[src/rtl/uart_pkg.sv]
// Shared constants, FSM encoding and parity helper for the oversampling UART receiver.

package uart_pkg;

   localparam int unsigned PARITY_NONE = 0;
   localparam int unsigned PARITY_EVEN = 1;
   localparam int unsigned PARITY_ODD  = 2;

   localparam logic [3:0] OS_MID  = 4'd7;
   localparam logic [3:0] OS_LAST = 4'd15;

   typedef enum logic [2:0] {
      ST_IDLE,
      ST_START,
      ST_DATA,
      ST_PARITY,
      ST_STOP,
      ST_BREAK
   } state_t;

   // Returns 1 when the received parity bit disagrees with the data XOR for the given mode.
   function automatic logic parity_bad(input logic data_xor, input logic par_bit,
                                       input int unsigned mode);
      logic bad;
      bad = 1'b0;
      if (mode == PARITY_EVEN) begin
         bad = data_xor ^ par_bit;
      end else if (mode == PARITY_ODD) begin
         bad = ~(data_xor ^ par_bit);
      end
      return bad;
   endfunction

endpackage

[src/rtl/sync_fifo.sv]
// First-word-fall-through FIFO with a registered head word and occupancy count.

module sync_fifo #(
   parameter  int unsigned WIDTH = 8,
   parameter  int unsigned DEPTH = 4,
   localparam int unsigned AW    = $clog2(DEPTH),
   localparam int unsigned CW    = AW + 1
) (
   input  logic             i_clk,
   input  logic             i_rst,
   input  logic             push,
   input  logic [WIDTH-1:0] din,
   input  logic             pop,
   output logic [WIDTH-1:0] head,
   output logic [CW-1:0]    count,
   output logic             full,
   output logic             empty
);

   logic [WIDTH-1:0] mem [DEPTH];
   logic [AW-1:0]    rd_ptr;
   logic [AW-1:0]    wr_ptr;
   logic [AW-1:0]    rd_next;
   logic             pop_ok;
   logic             push_ok;

   assign empty   = (count == '0);
   assign full    = (count == CW'(DEPTH));
   assign pop_ok  = pop && !empty;
   // A push into a full FIFO is only accepted when a pop frees a slot in the same cycle.
   assign push_ok = push && (!full || pop_ok);
   assign rd_next = pop_ok ? rd_ptr + AW'(1) : rd_ptr;

   always_ff @(posedge i_clk) begin
      if (push_ok) begin
         mem[wr_ptr] <= din;
      end
   end

   always_ff @(posedge i_clk) begin
      if (i_rst) begin
         rd_ptr <= '0;
         wr_ptr <= '0;
         count  <= '0;
         head   <= '0;
      end else begin
         if (push_ok) begin
            wr_ptr <= wr_ptr + AW'(1);
         end
         rd_ptr <= rd_next;
         case ({push_ok, pop_ok})
            2'b10:   count <= count + CW'(1);
            2'b01:   count <= count - CW'(1);
            default: count <= count;
         endcase
         // The word being written this cycle bypasses the array when it becomes the head.
         if (push_ok && (rd_next == wr_ptr)) begin
            head <= din;
         end else begin
            head <= mem[rd_next];
         end
      end
   end

endmodule

[src/rtl/uart_rx_fifo.sv]
// 16x oversampling UART receiver with fractional baud accumulator, parity/framing
// checks, false-start rejection and a valid/ready receive FIFO.

module uart_rx_fifo
   import uart_pkg::*;
#(
   parameter  int unsigned BAUD_ACC_WIDTH = 14,
   parameter  int unsigned BAUD_ACC_INCR  = 101,
   parameter  int unsigned DATA_BITS      = 8,
   parameter  int unsigned PARITY         = 0,
   parameter  int unsigned FIFO_DEPTH     = 4,
   localparam int unsigned CW             = $clog2(FIFO_DEPTH) + 1,
   localparam int unsigned ACC_W          = BAUD_ACC_WIDTH + 1
) (
   input  logic                 i_clk,
   input  logic                 i_rst,
   input  logic                 i_rx,
   output logic [DATA_BITS-1:0] o_data,
   output logic                 o_valid,
   input  logic                 i_ready,
   output logic [CW-1:0]        o_count,
   output logic                 o_frame_err,
   output logic                 o_parity_err,
   output logic                 o_overflow,
   input  logic                 i_clear_err
);

   logic                 rx_meta;
   logic                 rx_sync;
   logic [ACC_W-1:0]     acc;
   logic                 tick;
   state_t               state;
   logic [3:0]           os_cnt;
   logic [3:0]           bit_cnt;
   logic [DATA_BITS-1:0] shift;
   logic                 par_pend;

   logic                 mid_c;
   logic                 stop_mid_c;
   logic                 push_c;
   logic                 frame_set_c;
   logic                 parity_set_c;
   logic                 overflow_set_c;
   logic                 fifo_full;
   logic                 fifo_empty;

   always_ff @(posedge i_clk) begin
      if (i_rst) begin
         rx_meta <= 1'b1;
         rx_sync <= 1'b1;
      end else begin
         rx_meta <= i_rx;
         rx_sync <= rx_meta;
      end
   end

   // Free-running fractional accumulator; its carry out is the 16x oversample tick.
   always_ff @(posedge i_clk) begin
      if (i_rst) begin
         acc <= '0;
      end else begin
         acc <= {1'b0, acc[BAUD_ACC_WIDTH-1:0]} + ACC_W'(BAUD_ACC_INCR);
      end
   end

   assign tick = acc[BAUD_ACC_WIDTH];

   assign mid_c          = tick && (os_cnt == OS_MID);
   assign stop_mid_c     = (state == ST_STOP) && mid_c;
   assign push_c         = stop_mid_c && rx_sync && !par_pend;
   assign frame_set_c    = stop_mid_c && !rx_sync;
   assign parity_set_c   = stop_mid_c && rx_sync && par_pend;
   assign overflow_set_c = push_c && fifo_full && !i_ready;

   // Receive FSM; the oversample counter wraps freely so each mid-bit sample is 16 ticks after the last.
   always_ff @(posedge i_clk) begin
      if (i_rst) begin
         state    <= ST_IDLE;
         os_cnt   <= '0;
         bit_cnt  <= '0;
         shift    <= '0;
         par_pend <= 1'b0;
      end else begin
         if (tick) begin
            os_cnt <= (os_cnt == OS_LAST) ? 4'd0 : os_cnt + 4'd1;
         end
         case (state)
            ST_IDLE: begin
               if (tick && !rx_sync) begin
                  os_cnt <= '0;
                  state  <= ST_START;
               end
            end
            ST_START: begin
               if (mid_c) begin
                  if (rx_sync) begin
                     state <= ST_IDLE;
                  end else begin
                     bit_cnt  <= '0;
                     par_pend <= 1'b0;
                     state    <= ST_DATA;
                  end
               end
            end
            ST_DATA: begin
               if (mid_c) begin
                  shift   <= {rx_sync, shift[DATA_BITS-1:1]};
                  bit_cnt <= bit_cnt + 4'd1;
                  if (bit_cnt == 4'(DATA_BITS - 1)) begin
                     state <= (PARITY != PARITY_NONE) ? ST_PARITY : ST_STOP;
                  end
               end
            end
            ST_PARITY: begin
               if (mid_c) begin
                  par_pend <= parity_bad(^shift, rx_sync, PARITY);
                  state    <= ST_STOP;
               end
            end
            ST_STOP: begin
               if (mid_c) begin
                  state <= rx_sync ? ST_IDLE : ST_BREAK;
               end
            end
            ST_BREAK: begin
               if (tick && rx_sync) begin
                  state <= ST_IDLE;
               end
            end
            default: state <= ST_IDLE;
         endcase
      end
   end

   // Sticky error flags; a new error in the same cycle as a clear keeps the flag set.
   always_ff @(posedge i_clk) begin
      if (i_rst) begin
         o_frame_err  <= 1'b0;
         o_parity_err <= 1'b0;
         o_overflow   <= 1'b0;
      end else begin
         o_frame_err  <= frame_set_c    | (o_frame_err  & ~i_clear_err);
         o_parity_err <= parity_set_c   | (o_parity_err & ~i_clear_err);
         o_overflow   <= overflow_set_c | (o_overflow   & ~i_clear_err);
      end
   end

   sync_fifo #(
      .WIDTH (DATA_BITS),
      .DEPTH (FIFO_DEPTH)
   ) u_fifo (
      .i_clk (i_clk),
      .i_rst (i_rst),
      .push  (push_c),
      .din   (shift),
      .pop   (i_ready),
      .head  (o_data),
      .count (o_count),
      .full  (fifo_full),
      .empty (fifo_empty)
   );

   assign o_valid = !fifo_empty;

endmodule

[config.mk]
export PLATFORM = sky130hd
export DESIGN_NAME = uart_rx_fifo
export DESIGN_NICKNAME = d
export VERILOG_FILES = /design/src/rtl/uart_pkg.sv /design/src/rtl/sync_fifo.sv /design/src/rtl/uart_rx_fifo.sv
export SDC_FILE = /design/constraint.sdc
export NUM_CORES = 1
export LEC_CHECK = 0
export ABC_CLOCK_PERIOD_IN_PS = 3500
export CORE_AREA = 2 2 86 88
export DETAILED_ROUTE_END_ITERATION = 6
export DIE_AREA = 0 0 88 90
export PLACE_DENSITY = 0.88
export SLEW_MARGIN = 25
export SYNTH_ARGS = -nofsm -noshare
export SYNTH_HDL_FRONTEND = slang
export SYNTH_HIERARCHICAL = 1
export SYNTH_SLANG_ARGS = --single-unit
[constraint.sdc]
create_clock -name i_clk -period 3.5 [get_ports i_clk]
set_input_delay 0.525 -clock i_clk [delete_from_list [all_inputs] [get_ports i_clk]]
set_output_delay 0.525 -clock i_clk [all_outputs]
set_load 0.05 [all_outputs]
**Word level (Yosys, flattened, before mapping)**

Memories as Yosys holds them, arrays and structs flattened. A register that Yosys moved wholly into a read port is not among the register bits.
Cells that the tools add are included.

- Flip-flop bits (word level): 47
- Bits in latches: 0
- RAM bits: 32
- Memory bits (read-only): 0
- Input bits: 5
- Output and inout bits: 15
- Word-level logic and storage cells: 101
- Memories: 1

- Add/sub/neg operators: 7
- Multiply operators: 0
- Div/mod/pow operators: 0
- Order comparisons: 0
- Equality and inequality tests: 19
- Shifts and indexed selects: 0
- Multiplexer cells: 26
- Bitwise gates (word level): 7
- Reductions and logical operators: 27

Memories:

| name | depth | width | rd ports | clocked after memory_dff | write ports | line | RTL |
|---|---|---|---|---|---|---|---|
| u_fifo.mem | 4 | 8 | 1 | 1 | 1 | sync_fifo.sv:20 | `logic [WIDTH-1:0] mem [DEPTH];` |

Operator list:

| cell | number |
|---|---|
| $mux 4 | 7 |
| $mux 3 | 8 |
| $pmux 3 s6 | 1 |
| $ne 2x2->1 const B | 8 |
| $add 14x7->15 const B | 1 |
| $logic_and 1x1->1 | 12 |
| $eq 3x3->1 const B | 3 |
| $add 4x1->4 const B | 2 |
| $eq 4x3->1 const B | 2 |
| $pmux 4 s2 | 1 |
| $reduce_and 4->1 | 2 |
| $reduce_and 7->1 | 1 |
| $eq 3x2->1 const B | 2 |
| $logic_not 3->1 | 2 |
| $pmux 3 s2 | 1 |
| $reduce_bool 2->1 | 3 |
| $logic_not 1->1 | 5 |
| $mux 1 | 5 |
| $add 2x1->2 const B | 2 |
| $eq 4x4->1 const B | 1 |
| $mux 2 | 2 |
| $add 3x1->3 const B | 1 |
| $and 1x1->1 | 3 |
| $eq 3x1->1 const B | 1 |
| other kinds (8) | 10 |

**Longest topological paths before layout**

- Depth in word-level cells: 8
- Gate-level depth with buffers: 12
- Mapped depth without buffers: 11

**Hierarchy**

The synthesis kept the hierarchy.

Modules (own cells, without submodules):

| module | instances | cells an instance | area each (sq um) | sequential area each (sq um) |
|---|---|---|---|---|
| sync_fifo | 1 | 192 | 2349.8 | 1261.2 |
| uart_rx_fifo | 1 | 182 | 1685.4 | 780.7 |

**Worst setup path before layout**

OpenSTA, ideal clock, no wires.

- Path type: reg2reg
- From: reg os_cnt[0]
- To: reg u_fifo.count[2]
- Library setup time: 0.072 ns
- Arrival: 2.526 ns
- Data required time: 3.428 ns
- Setup slack: 0.902 ns
- Stages on the path, launching flop included: 13
- Buffers on the path: 1
- Period minus slack after synthesis: 2.598 ns
- Cell sequence: dfxtp_1 ha_1 and4b_1 and4_1 clkbuf_1 nor2b_1 o21ai_0 fa_1 nand2b_1 nor2_1 a31oi_1 or2_2 a21oi_1

- Word-level cells in the longest chain between the ends: 8
- Elaborated cells between the ends (all ways): 10
- Those cells by class: eq/ne: 3; mux: 1; reduce/logical: 6

Ends and longest elaborated chain:

| element | line | RTL |
|---|---|---|
| from (decl) | uart_rx_fifo.sv:33 | `logic [3:0] os_cnt;` |
| from (signal assigned) | uart_rx_fifo.sv:85 | `os_cnt <= (os_cnt == OS_LAST) ? 4'd0 : os_cnt + 4'd1;` |
| $eq 4x3->1 (*) | uart_rx_fifo.sv:68 | `assign mid_c = tick && (os_cnt == OS_MID);` |
| $logic_and 1x1->1 (*) | uart_rx_fifo.sv:68 |  |
| $logic_and 1x1->1 (*) | uart_rx_fifo.sv:69 | `assign stop_mid_c = (state == ST_STOP) && mid_c;` |
| $logic_and 1x1->1 (*) (2 in a row) | uart_rx_fifo.sv:70 | `assign push_c = stop_mid_c && rx_sync && !par_pend;` |
| via push_c | uart_rx_fifo.sv:40 | `logic push_c;` |
| $logic_and 1x1->1 (*) | sync_fifo.sv:31 | `assign push_ok = push && (!full \|\| pop_ok);` |
| $eq 2x1->1 / $eq 2x2->1 (equally long branches) | sync_fifo.sv:51 | `case ({push_ok, pop_ok})` |
| $pmux 3 s2 / $reduce_bool 2->1 (equally long branches) | -- |  |
| to (signal assigned) | sync_fifo.sv:52 | `2'b10: count <= count + CW'(1);` |
| to (signal assigned) | sync_fifo.sv:53 | `2'b01: count <= count - CW'(1);` |
| to (signal assigned) | sync_fifo.sv:54 | `default: count <= count;` |
| to (decl) | sync_fifo.sv:15 | `output logic [CW-1:0] count,` |

The timed path passes the listed nets; every way through them passes the cells marked *.
A chain may end at the register's enable or synchronous reset.

**Worst setup path in the final report**

Ends and elaborated chain as after synthesis.

==> flow_summary.yaml <==
run_status:
  status: "complete, no violations"
worst_hold_path:
  min_path_cells: 1
  hp-class: "register to register"
  holdCritStartpoint: "rx_meta$_SDFF_PP1_"
timing:
  slew_violations: 0
  fin_crit_ps: 2860
  rsz0062_at_grt: "no"
  slew_headroom_pct: 48.08
  hold_violations: 0
  fin_tns_setup_ps: 0
  fin_ws_ps: 640.4
  setup_violations: 0
  fmax_mhz: 349.7
  tightest_slew_ps: 773.6
  fin_skew_ps: 14.17
  min_period_over_period_pct: 81.70
detailed_routing:
  ant_nets: 0
  dr.first_iter.drc_count: 201
  drt_first_pass_iters: 5
  num_vias: 2915
  drc: 0
  post_drt_wl_per_cell_um: 15.62
  wl_mm: 7.606
  viasPerCell: 5.986
final_layout:
  antenna_cells: 0
  mostFrequentLayoutCell: "dfxtp_1"
  drive_gt1_share_pct: 12.11
  final_cell_mix: "dfxtp_1 (54), nor2_1 (45), edfxtp_1 (32), clkdlybuf4s50_1 (18)"
  fillers: 544
  syn_to_final_growth_pct: 9.271
  nets: 396
clock_tree:
  clkTransAtPathRegs_ps: 90
  cts_resized: 0
  cts.sinks: 86
  clock_path_buffers: 2
  cts_tree: "done"
  clock-root-buffer: "clkbuf_8"
  hold_buffers: 0
  clk_latency_ps: 360
  cts_setup_buffers: 0
  numCtsBuffers: 9
  h-tree-depth: 3
synthesis:
  syn_inst: 374
  syn-mean-instance-area_um2: 10.79
  seq_area_frac_synth_pct: 50.60
  synth-edff-count: 32
  ys_warn_count: 6
  synth_nets: 387
  syn-cell-area_um2: 4035
  synth_cell_types: 61
  synthFlopType: "dfxtp_1"
  ys_seq_elements: 86
  synthArstFlopShare_pct: 0
place:
  gp_congestion: 0.7635
  dpl.hpwl_mm: 5.155
  dp_slack_ps: 621.1
  port_buffers: 19
worst_setup_path:
  endpoint_kind: "register"
  cp_max_fo: 9
  cp_data_required_time_ps: 3790
  crit_start: "os_cnt[0]$_SDFF_PP0_"
  timing.rr.start: "os_cnt[0]$_SDFF_PP0_"
  r2r_cells: 11
  worstSetupPathType: "register to register"
  arrival_ps: 3150
  critPathLaunchType: "register"
global_route:
  grt_max_degree: 39
  antenna_found_initial: 0
  grt_pass1_wl_mm: 12.65
  grt_usage_pct: 20.17
  grt_pass1_vias: 2724
  grt_overflow: 0
floorplanning:
  die_x_um: 88
  row_count: 31
  num_io_pins: 20
  die_h_um: 90
  initial_core_util_pct: 57.48
  fp.dieArea_um2: 7920
  core_um2: 7020
power:
  ir_drop_uv: 267.3
  p_leak_nw: 1.548
  p_per_area_nw_per_um2: 393.4
run:
  max_cap_viol_count: 0
worst max-delay path, cell delays in order, from the launching register on:
cell and delay (ps):
dfxtp_1 350, ha_1 270, and4b_1 250, and4_1 310
nor2b_1 230, o21ai_0 150, fa_1 440, nand2b_1 190
nor2_1 150, a31oi_1 50, or2_2 270, a21oi_1 130
stage by stage:
step | hold slack [ps] | utilization (%) | cells | power [W] | cell area, um^2
after detailed placement | 396.4 | 60.54 | 471 | 0.001162 | 4250
final | 417.3 | 62.81 | 487 | 0.001735 | 4409
after floorplan | 383.2 | - | 374 | 0.001143 | 4035
after global placement | 387.1 | 60.54 | 471 | 0.001160 | 4250
after global routing | 460.4 | 62.81 | 487 | 0.001812 | 4409
after CTS | 417.2 | 62.81 | 487 | 0.001750 | 4409
state kept, by name (all words and copies together), names as in the netlist, 2 cells and up:
register and count:
acc 15, bit_cnt 4, os_cnt 4, shift 8, state 3, u_fifo/count 3, u_fifo/head 8, u_fifo/mem 32
u_fifo/rd_ptr 2, u_fifo/wr_ptr 2
synth_stat cells (3+ instances only):
master     n  area [um^2]
dfxtp_1   54         1081
a31oi_1    3        18.77
o21ai_0    4        20.02
inv_1     13        48.80
buf_1      3        11.26
a22o_1     7        61.31
mux2i_1   12        120.1
nand2_1    6        22.52
xnor2_1    5        43.79
and3_1     4        25.02
o31ai_1    9        67.56
edfxtp_1  32        960.9
mux2_2     8        90.09
clkbuf_1  11        41.29
nor2b_1    4        25.02
ha_1       7        87.58
nor2_1    45        168.9
buf_2      8        40.04
buf_6      3        33.78
nor3_1     8        40.04
nand3_1    5        25.02
nand2b_1  10        62.56
a21oi_1   14        70.07
o221ai_1  14        122.6
xor2_1    11        96.34
a211oi_2   9        112.6
or3_1      9        56.30
or2_1      3        18.77
o21ai_1    5        25.02
a211oi_1  10        75.07
final timing paths:
kind | slack (ps) | end
worst min-delay path | 420 | rx_sync$_SDFF_PP1_
worst min register to register | 420 | rx_sync$_SDFF_PP1_
worst max-delay path | 640 | u_fifo/count[2]$_SDFFE_PP0P_
worst max register to register | 640 | u_fifo/count[2]$_SDFFE_PP0P_
per-layer routing:
metal	share of wire [%]	global-route usage [%]	vias to the layer above
met5	0	0	-
met4	1.0	7.179	0
met3	5.1	4.867	8
met2	50	32.45	83
met1	43	26.29	1421
li1	-	-	1403
final cells by class:
class / instances / area, um^2 / share of cell area (%)
multi-input cells: 249 / 1813 / 41.12
well taps: 99 / 123.9 / 2.809
clock inverters: 5 / 27.53 / 0.6243
inverters: 13 / 48.80 / 1.107
clock buffers: 11 / 131.4 / 2.980
repair buffers: 24 / 222.7 / 5.051
flip-flops and latches: 86 / 2042 / 46.31
where the power goes:
part,switching [W],internal [W],total (W)
sequential,0.0000198,0.00105,0.00107
clock,0.000341,0.000254,0.000595
combinational,0.0000425,0.0000310,0.0000735
total,0.000404,0.00133,0.00173
logic make-up (layout without fill, tap and decap cells):
family	after synthesis	in the layout	synth area share, %
AOI/OAI and AO/OA	94	94	18.82
xor gates and xnor gates	16	16	3.473
DFF	86	86	50.60
and+or+nand+nor	110	110	14.48
muxes	21	21	5.489
adders and majority gates	8	8	2.667
buffers and inverters	39	53	4.465
Note: power is estimated with default switching activity, not from simulation.
==> patch (same settings) <==
Set the parameter `DATA_BITS` to 9 (it was 8).
--- a/src/rtl/uart_rx_fifo.sv
+++ b/src/rtl/uart_rx_fifo.sv
@@ -8,3 +8,3 @@
    parameter  int unsigned BAUD_ACC_INCR  = 101,
-   parameter  int unsigned DATA_BITS      = 8,
+   parameter  int unsigned DATA_BITS      = 9,
    parameter  int unsigned PARITY         = 0,
Ports: changed (resized o_data); port bits go from 20 to 21. No check against the original RTL was run, so the function may have changed too.
==> patch against the original RTL <==
Area after synthesis increased by 12%; sequential share of layout area decreased by 1.6 points; synthesized cell count increased by 15%; worst setup slack improved by 25 ps; routed wire length increased by 11%; total power increased by 13%; sequential cell count increased by 6; design area increased by 12%; critical path type unchanged.
==> patch: results (changes against the original RTL) <==
CTS
  • CTS Buf Count: 9 (unchanged)
  • CTS HTree Levels: 3 (unchanged)
  • Worst-path clk slew: about 80 ps
  • Clock buffer depth: 2 (unchanged)
  • CTS resizes: 0 (unchanged)
  • Post-CTS Setup Bufs: 0 (unchanged)
  • Root buf cell: clkbuf_8 (unchanged)
  • Clock Latency Late Sink: 360 ps (about the same)

Place
  • Port Buffer Count: 20 (was 19)
  • Gpl congestion: 0.808 (was 0.764)
  • Placed cell areas: 4710 um2 (was 4250 um2)
  • Detailed placer's ending HPWL: 5520 um (was 5150 um)
  • Setup WS pre-CTS: 681 ps (was 621 ps)

Critical path
  • Crit-path max FO: 10 (was 9)
  • Arr. time, crit path: 3080 ps (was 3150 ps)

Detailed routing
  • Pre-Repair DR Iteration Count: 4 (was 5)
  • DR iter-0 viols: 191 (was 201)
  • Post-Route WL: 8470 um (was 7610 um)
  • Drt via density: 5.86 (was 5.99)

Timing
  • Max-slew violation count: 0 (unchanged)
  • Final Skew: 14.1 ps (was 14.2 ps)
  • Worst-margin pin slew: 1010 ps (was 774 ps)

Synthesis
  • Part of the Yosys area used for sequential elements: 48.9% (was 50.6%)
  • Area leader, netlist: dfxtp_1 (unchanged)
  • Syn_nets: 444 (was 387)
  • Synth area leaders: dfxtp_1 25%, edfxtp_1 24%, mux2i_1 4.9% (was dfxtp_1 27%, edfxtp_1 24%, nor2_1 4.2%)
  • Number of flops mapped to enable cells by yosys: 36 (was 32)
  • Yosys warnings: 6 (unchanged)
  • Post-synth ARST share: 0% (unchanged)
  • Commonest cells in the netlist: 56 x dfxtp_1, 41 x nor2_1, 36 x edfxtp_1, 25 x o21ai_0 (was 54 x dfxtp_1, 45 x nor2_1, 32 x edfxtp_1, 14 x a21oi_1, 14 x o221ai_1)
  • Library cells used by synthesis: 63 (was 61)

Status
  • Outcome: complete, no violations (unchanged)

Final layout
  • Final nets: 449 (was 396)
  • Ant diodes: 0 (unchanged)
  • Top flop regs: u_fifo/mem: 36 flops, acc: 15 flops (was u_fifo/mem: 32 flops, acc: 15 flops)
  • Biggest register: u_fifo/mem (unchanged)
  • Share of cells above drive strength 1: 10.0% (was 12.1%)

Power and ir drop
  • Leakage: 1.82 nW (was 1.55 nW)
  • Peak VDD IR: 0.282 mV (was 0.267 mV)

Min path
  • Hold Path Class: reg2reg (unchanged)

Global routing
  • Gr usage total: 22.0% (was 20.2%)
  • Antenna violations before repair: 0 (unchanged)
  • Vias in the first global route: 2947 (was 2724)
  • Largest net degree at the start of global routing: 48 (was 39)
  • Global-route wire length before repair: 13700 um (was 12700 um)
patch: path summary, 6_finish.rpt:
check	startpoint	end	slack (ps)	cells after the start
worst min-delay path	rx_meta$_SDFF_PP1_	rx_sync$_SDFF_PP1_	420	1
worst min register to register	rx_meta$_SDFF_PP1_	rx_sync$_SDFF_PP1_	420	1
worst max register to register	os_cnt[0]$_SDFF_PP0_	u_fifo/head[1]$_SDFF_PP0_	670	6
worst max-delay path	os_cnt[0]$_SDFF_PP0_	u_fifo/head[1]$_SDFF_PP0_	670	6
patch: layout make-up:
type,count,area [um2]
clock buffers,12,166
clock inverters,4,45.0
fillers,513,2090
inverters,15,57.6
multi-input cells,293,2090
flip-flops and latches,92,2200
well taps,99,124
repair buffers,24,238
patch: cell families (layout without fill, tap and decap cells):
family / after synthesis / count (layout) / share of synthesized area, %
fa+ha+maj: 9 / 9 / 2.67
simple gates: 141 / 141 / 17.1
xor+xnor: 14 / 14 / 3.14
flops: 92 / 92 / 48.9
mux: 38 / 38 / 9.55
compound gates: 91 / 91 / 14.0
buf+inv: 45 / 55 / 4.69
patch: per-stage QoR:
| step | hold WS (ps) | instances |
|---|---|---|
| global route | 431 | 539 |
| detailed placement | 403 | 523 |
| global placement | 393 | 522 |
| floorplan | 389 | 430 |
| CTS | 424 | 539 |
| finish | 415 | 539 |
patch: report_power, final:
part | internal, mW | switching, mW | total (mW)
clock network | 0.391 | 0.361 | 0.751
registers | 1.12 | 0.0143 | 1.13
logic | 0.0330 | 0.0456 | 0.0786
patch: routing by layer:
layer | global-route usage (%) | vias to the layer above | part of all wire (%)
met5 | 0 | - | 0
met4 | 8.33 | 0 | 1.2
met3 | 4.87 | 11 | 4.4
met2 | 37.1 | 67 | 51
met1 | 27.2 | 1523 | 43
li1 | - | 1556 | -
patch: worst max-delay path, stage by stage (launching register included):
cell     delay, ps
dfxtp_1        410
ha_1           230
and4b_1        350
and4_1         450
o31a_1         350
o31a_1         580
mux2_4         350
